--- config.mk ---
export PLATFORM = sky130hd
export DESIGN_NAME = ram_port_arbiter
export DESIGN_NICKNAME = d
export VERILOG_FILES = /design/src/rtl/ram_port_arbiter.sv
export SDC_FILE = /design/constraint.sdc
export NUM_CORES = 1
export LEC_CHECK = 0
export CORE_AREA = 8 8 124 126
export DETAILED_ROUTE_END_ITERATION = 10
export DIE_AREA = 0 0 132 134
export SLEW_MARGIN = 10
export SYNTH_ARGS = -nofsm -noshare
export SYNTH_HDL_FRONTEND = slang
export SYNTH_SLANG_ARGS = --single-unit
export TNS_END_PERCENT = 100
--- constraint.sdc ---
create_clock -name CLK -period 2.8 [get_ports CLK]
set_input_delay 0.56 -clock CLK [delete_from_list [all_inputs] [get_ports CLK]]
set_output_delay 0.56 -clock CLK [all_outputs]
set_load 0.01 [all_outputs]
--- src/rtl/ram_port_arbiter.sv ---
// Round-robin arbiter for the single RAM port, with a tbCTRL override.
// Define RAM_ARB_TIMEOUT_EN to abort an owner stuck in BUSY for TIMEOUT cycles.
module ram_port_arbiter #(
    parameter int NREQ    = 2,
    parameter int AW      = 32,
    parameter int DW      = 32,
    parameter int TIMEOUT = 64,
    localparam int GW     = (NREQ > 1) ? $clog2(NREQ) : 1
) (
    input  logic               CLK,
    input  logic               RST,
    input  logic               tbCTRL,
    input  logic               tb_REN,
    input  logic               tb_WEN,
    input  logic [AW-1:0]      tb_addr,
    input  logic [DW-1:0]      tb_store,
    input  logic [NREQ-1:0]    req_REN,
    input  logic [NREQ-1:0]    req_WEN,
    input  logic [NREQ*AW-1:0] req_addr,
    input  logic [NREQ*DW-1:0] req_store,
    output logic [NREQ-1:0]    req_ready,
    output logic [NREQ-1:0]    req_err,
    output logic [DW-1:0]      req_load,
    output logic [GW-1:0]      grant_id,
    output logic               busy,
    output logic               ramREN,
    output logic               ramWEN,
    output logic [AW-1:0]      ramaddr,
    output logic [DW-1:0]      ramstore,
    input  logic [DW-1:0]      ramload,
    input  logic [1:0]         ramstate
);

    localparam logic [0:0] S_IDLE = 1'b0;
    localparam logic [0:0] S_BUSY = 1'b1;

    localparam logic [1:0] RS_ACCESS = 2'd2;
    localparam logic [1:0] RS_ERROR  = 2'd3;

    logic [0:0]      r_state;
    logic [GW-1:0]   r_ptr;
    logic [GW-1:0]   r_owner;

    logic [NREQ-1:0] w_req;
    logic            w_any;
    logic [GW-1:0]   w_pick;
    logic [GW-1:0]   w_ptr_nxt;
    logic            w_busy;
    logic            w_own_ren;
    logic            w_own_wen;
    logic [AW-1:0]   w_own_addr;
    logic [DW-1:0]   w_own_store;
    logic            w_act;
    logic            w_live;
    logic            w_ok;
    logic            w_fail;
    logic            w_end;
    logic            w_tmo;
    logic [NREQ-1:0] w_onehot;

    assign w_req  = req_REN | req_WEN;
    assign w_busy = (r_state == S_BUSY);

    // Scan offsets high to low so the smallest offset from r_ptr wins.
    always_comb begin
        int j;
        w_any  = 1'b0;
        w_pick = r_ptr;
        j      = 0;
        for (int k = NREQ - 1; k >= 0; k--) begin
            j = int'(r_ptr) + k;
            if (j >= NREQ) j = j - NREQ;
            if (w_req[j[GW-1:0]]) begin
                w_any  = 1'b1;
                w_pick = j[GW-1:0];
            end
        end
    end

    assign w_ptr_nxt = (int'(r_owner) == NREQ - 1) ? '0
                                                   : r_owner + 1'b1;

    assign w_own_ren   = req_REN[r_owner];
    assign w_own_wen   = req_WEN[r_owner];
    assign w_own_addr  = req_addr[int'(r_owner)*AW +: AW];
    assign w_own_store = req_store[int'(r_owner)*DW +: DW];
    assign w_act       = w_own_ren | w_own_wen;

`ifdef RAM_ARB_TIMEOUT_EN
    localparam int CW = $clog2(TIMEOUT + 1);
    logic [CW-1:0] r_cnt;

    // Counter sits at zero in IDLE, so it restarts on every BUSY entry.
    always_ff @(posedge CLK) begin
        if (RST || !w_busy) r_cnt <= '0;
        else                r_cnt <= r_cnt + 1'b1;
    end

    assign w_tmo = w_busy && (int'(r_cnt) >= TIMEOUT - 1);
`else
    assign w_tmo = 1'b0;
`endif

    assign w_live   = w_busy && w_act && !tbCTRL && !RST;
    assign w_ok     = w_live && (ramstate == RS_ACCESS);
    assign w_fail   = w_live && (ramstate != RS_ACCESS)
                      && ((ramstate == RS_ERROR) || w_tmo);
    assign w_end    = w_busy && (!w_act || (ramstate == RS_ACCESS)
                      || (ramstate == RS_ERROR) || w_tmo);
    assign w_onehot = NREQ'(1) << r_owner;

    assign req_ready = w_ok   ? w_onehot : '0;
    assign req_err   = w_fail ? w_onehot : '0;
    assign req_load  = ramload;
    assign grant_id  = r_owner;
    assign busy      = w_busy;

    always_comb begin
        ramREN   = 1'b0;
        ramWEN   = 1'b0;
        ramaddr  = '0;
        ramstore = '0;
        if (tbCTRL) begin
            ramREN   = tb_REN;
            ramWEN   = tb_WEN;
            ramaddr  = tb_addr;
            ramstore = tb_store;
        end else if (w_busy) begin
            ramREN   = w_own_ren && !w_own_wen;
            ramWEN   = w_own_wen;
            ramaddr  = w_own_addr;
            ramstore = w_own_store;
        end
    end

    always_ff @(posedge CLK) begin
        if (RST) begin
            r_state <= S_IDLE;
            r_ptr   <= '0;
            r_owner <= '0;
        end else if (tbCTRL) begin
            r_state <= S_IDLE;
        end else if (r_state == S_IDLE) begin
            if (w_any) begin
                r_state <= S_BUSY;
                r_owner <= w_pick;
            end
        end else if (w_end) begin
            r_state <= S_IDLE;
            r_ptr   <= w_ptr_nxt;
        end
    end

endmodule

== Word level (Yosys, flattened, before mapping) ==
Cells that the tools add are included.

* Flip-flop bits (word level): 3
* Input port bits: 235

* Add/sub/neg operators: 4
* Order comparisons: 5
* Equal/unequal tests: 3
* Shift-type cells: 3
* Multiplexer cells: 28
* Bitwise operators: 4
* Reductions and logical operators: 17

{| class="wikitable"
|+ Operators by type and width
! cell !! number
|-
| $mux W32 || 4
|-
| $shiftx A64 B7 Y32 || 2
|-
| $mux W1 || 22
|-
| $logic_and A1 B1 Y1 || 8
|-
| $lt A1 B2 Y1 const B || 3
|-
| $reduce_and A3 Y1 || 2
|-
| $eq A2 B2 Y1 const B || 2
|-
| $logic_not A1 Y1 || 4
|-
| $mux W2 || 2
|-
| $add A1 B1 Y2 const B || 1
|-
| $ge A1 B2 Y1 const B || 1
|-
| $ge A2 B2 Y1 const B || 1
|-
| $logic_or A1 B1 Y1 || 2
|-
| $ne A2 B2 Y1 const B || 1
|-
| $not A1 Y1 || 2
|-
| $or A2 B2 Y2 || 1
|-
| $reduce_or A2 Y1 || 1
|-
| $shl A1 B1 Y2 const A || 1
|-
| $sub A1 B1 Y1 const B || 2
|-
| $add A1 B1 Y1 const B || 1
|-
| $or A1 B1 Y1 || 1
|}

== Depth between registers and ports, before layout ==
* Depth in word-level cells: 9
* Gate-level depth with buffers: 5
* Gate-level depth less buffers: 3

== Worst setup path after synthesis ==
No wires, ideal clock.

* Kind: input port to output port
* Start point: input tbCTRL
* End point: output req_ready[0]
* Arrival time: 1.277 ns
* Required time: 2.240 ns
* Setup slack: 0.963 ns
* Stages: 3
* Buffers on the path: 1
* Path through: buf_6 -> and4bb_2 -> nor3b_1

* Word-level cells in the longest chain between the ends: 5

{| class="wikitable"
|+ Ends and longest elaborated chain
! what !! RTL line !! source
|-
| start, declared || 12 || <nowiki>input logic tbCTRL,</nowiki>
|-
| $logic_not A1 Y1 || 104 || <nowiki>assign w_live = w_busy && w_act && !tbCTRL && !RST;</nowiki>
|-
| $logic_and A1 B1 Y1 (2 in series) || 104 ||
|-
| $logic_and A1 B1 Y1 || 105 || <nowiki>assign w_ok = w_live && (ramstate == RS_ACCESS);</nowiki>
|-
| $mux W2 || 112 || <nowiki>assign req_ready = w_ok ? w_onehot : '0;</nowiki>
|-
| end, declared || 21 || <nowiki>output logic [NREQ-1:0] req_ready,</nowiki>
|}

Every way passes these cells.

== Worst setup path after layout ==
* Start point: input ramstate[1]
* End point: output req_ready[0]

* Word-level cells in the longest chain between the ends: 3

{| class="wikitable"
|+ Ends and longest elaborated chain
! what !! RTL line !! source
|-
| start, declared || 31 || <nowiki>input logic [1:0] ramstate</nowiki>
|-
| $eq A2 B2 Y1 || 105 ||
|-
| $logic_and A1 B1 Y1 || 105 ||
|-
| $mux W2 || 112 ||
|}

Every way passes these cells.

==> reports/metrics.yaml <==
yosys:
  synthSimpleGateAreaFrac_pct: 15.73
  avgSynthCellArea_um2: 7.418
  synthAdderAreaFrac_pct: 0
  yosys_most_used_dff: "dfxtp_1"
  synth_top_area_cell: "mux2i_1"
  synth_cells: 281
  synth_top_cell_area_share_pct: 31.21
  synth_area_leaders: "mux2i_1, o21ai_2, buf_4"
  synth_compound_area_share_pct: 29.77
  synth.area.mux_share_pct: 31.21
  synth_xor_area_share_pct: 0
  synthDistinctLibCells: 26
  synth_top_family_by_area: "multiplexers"
  netlist_area_um2: 2084
  yosysWarningCount: 0
  synth_commonest_cells: "nand2_1, mux2i_1, o21ai_2, buf_4, o21ai_0"
  synth_edf_count: 0
  syn_nets: 516
  yosysMostFrequentCell: "nand2_1"
  yosysSeqAreaShare_pct: 2.881
  synth-seq-cells: 3
  synthArstFlopShare_pct: 0
pwr:
  ir_drop_v: 0.0002158
  leakage_uw: 0.001718
  powerDensity_nw_per_um2: 202.3
clock_tree:
  cts-resized-gates: 0
  cts_buffers: 3
  tritoncts: "done"
  root_buffer: "clkbuf_16"
  ctsHoldBuffers: 0
  h-tree-depth: 1
  cts_max_path_buffers: 2
  cts_sinks: 3
  postCtsSetupRepairBufs: 0
  insertion_delay_ns: 0.22
  clk_pin_slew_ns: 0.03
job:
  drv_cap: 0
timing:
  finalCritPeriodShare_pct: 96.54
  fin_setup_tns_ns: 0
  slew_headroom_pct: 73.54
  fin_crit_ns: 2.703
  setup_viol_count_final: 0
  tightest_slew_ns: 0.3969
  clock.fmax_mhz: 370.0
  slew_viol_final: 0
  rsz0062_at_grt: "no"
  final-hold-violation-count: 0
  clock_skew_ns: 0.0002597
worst_setup_path:
  required_ns: 2.24
  start_kind: "primary input"
  cp_slowest_cell: "clkdlybuf4s50_1"
  cp-startpoint: "ramstate[1]"
  arrival_ns: 2.14
  path_class: "in -> out"
  cp_max_fo: 4
  worstPathCellList: "clkdlybuf4s50_1, and4bb_2, nor3b_1, clkdlybuf4s50_1"
  max_stage_delay_ns: 0.57
  timing.rr.start: "grant_id"
  cpMostUsedCell: "clkdlybuf4s50_1"
  end_kind: "primary output"
floorplanning:
  initial_utilization_pct: 15.44
  ioPinCount: 339
  rows: 43
  die_w_um: 132
  coreArea_um2: 13500
  die_h_um: 134
  dieArea_um2: 17690
routing:
  vias: 2907
  wire_per_inst_um: 17.11
  drtIter0Drc: 97
  wl_um: 11860
  vias_per_cell: 4.195
  drc_errors: 0
  drt_first_pass_iters: 4
  ant_nets: 0
global_route:
  top_usage_layer: "met2"
  use_met1_pct: 11.67
  grt_first_pass_wirelength_um: 17200
  grtUsageTotal_pct: 12.00
  grt_start_max_net_pins: 49
  gr-usage-met2_pct: 22.91
  grt_pass1_vias: 3154
  antenna_found_initial: 0
  grt.overflow.total: 0
  use_met3_pct: 4.375
min_path:
  hold_path_class: "reg -> reg"
  worstHoldStart: "r_ptr"
finish:
  multi_input_area_um2: 1599
  drive_gt1_share_pct: 13.45
  seq_area_um2: 63.81
  num_antenna_cells: 0
  synthToLayoutAreaGrowth_pct: 132.1
  utilization_pct: 35.83
  final_net_count: 749
  num-fill-cells: 1398
placed_design:
  hpwlAfterDp_um: 10420
  portBuffers: 274
  place_congestion: 0.8559
outcome:
  status: "finished, final reports clean"
==> flip-flops by register name (all words and copies together) (netlist names) <==
| name | count |
|---|---|
| busy | 1 |
| grant_id | 1 |
| r_ptr | 1 |
==> cells in the final DEF, fill, tap and decap left out, types with 2 or more instances in the layout <==
master,instances
a21oi_1,4
buf_12,5
buf_4,4
clkbuf_16,3
clkdlybuf4s50_1,273
dfxtp_1,2
mux2i_1,65
nand2_1,67
nor2_1,6
nor3b_1,2
o21ai_0,15
o21ai_2,51
==> final timing paths <==
| path | endpoint | slack [ns] | depth (start not counted) |
|---|---|---|---|
| max | req_ready[0] | 0.1 | 4 |
| min | grant_id | 0.55 | 2 |
| max reg2reg | busy | 1.57 | 3 |
| min reg2reg | grant_id | 0.55 | 2 |
==> critical path, delay by kind of cell <==
family        cells  cell delay (ns)
buf+inv           2             1.11
simple gates      2             0.47
==> metrics by stage <==
| step | area (um2) | hold WS (ns) | total power (uW) | setup slack [ns] | std cells |
|---|---|---|---|---|---|
| 2_1_floorplan | 2085 | 0.5195 | 338.9 | 0.9626 | 281 |
| 3_3_place_gp | 4760 | 0.5487 | 754.1 | 0.09896 | 689 |
| 3_5_place_dp | 4760 | 0.5457 | 760.9 | 0.1183 | 689 |
| 4_1_cts | 4838 | 0.5494 | 993.0 | 0.1074 | 693 |
| 5_1_grt | 4838 | 0.5779 | 1033 | 0.01484 | 693 |
| 6_report | 4838 | 0.5457 | 978.8 | 0.09695 | 693 |
==> routing by layer <==
metal,wire (um),share of wire [%]
met1,4276,36
met2,6193,52
met3,1116,9.4
met4,267,2.3
met5,0,0
==> cells by family (layout without fill, tap and decap cells) <==
| group | after synthesis | in the layout |
|---|---|---|
| flops | 3 | 3 |
| mux | 65 | 65 |
| buf+inv | 56 | 288 |
| compound gates | 78 | 78 |
| simple gates | 79 | 79 |
==> cell type report <==
type	count	area share, %
Inverter	1	0.07758
Clock buffer	4	1.629
Multi-Input combinational cell	222	33.05
Tap cell	180	4.655
Sequential cell	3	1.319
Timing Repair Buffer	283	59.27
==> report_power, final <==
group	internal [uW]	switching (uW)	leakage, uW
Sequential	45.0	9.59	0.0000253
Combinational	455	243	0.00165
Clock	188	37.7	0.0000382
No activity file was read; power rests on OpenSTA's default activity.
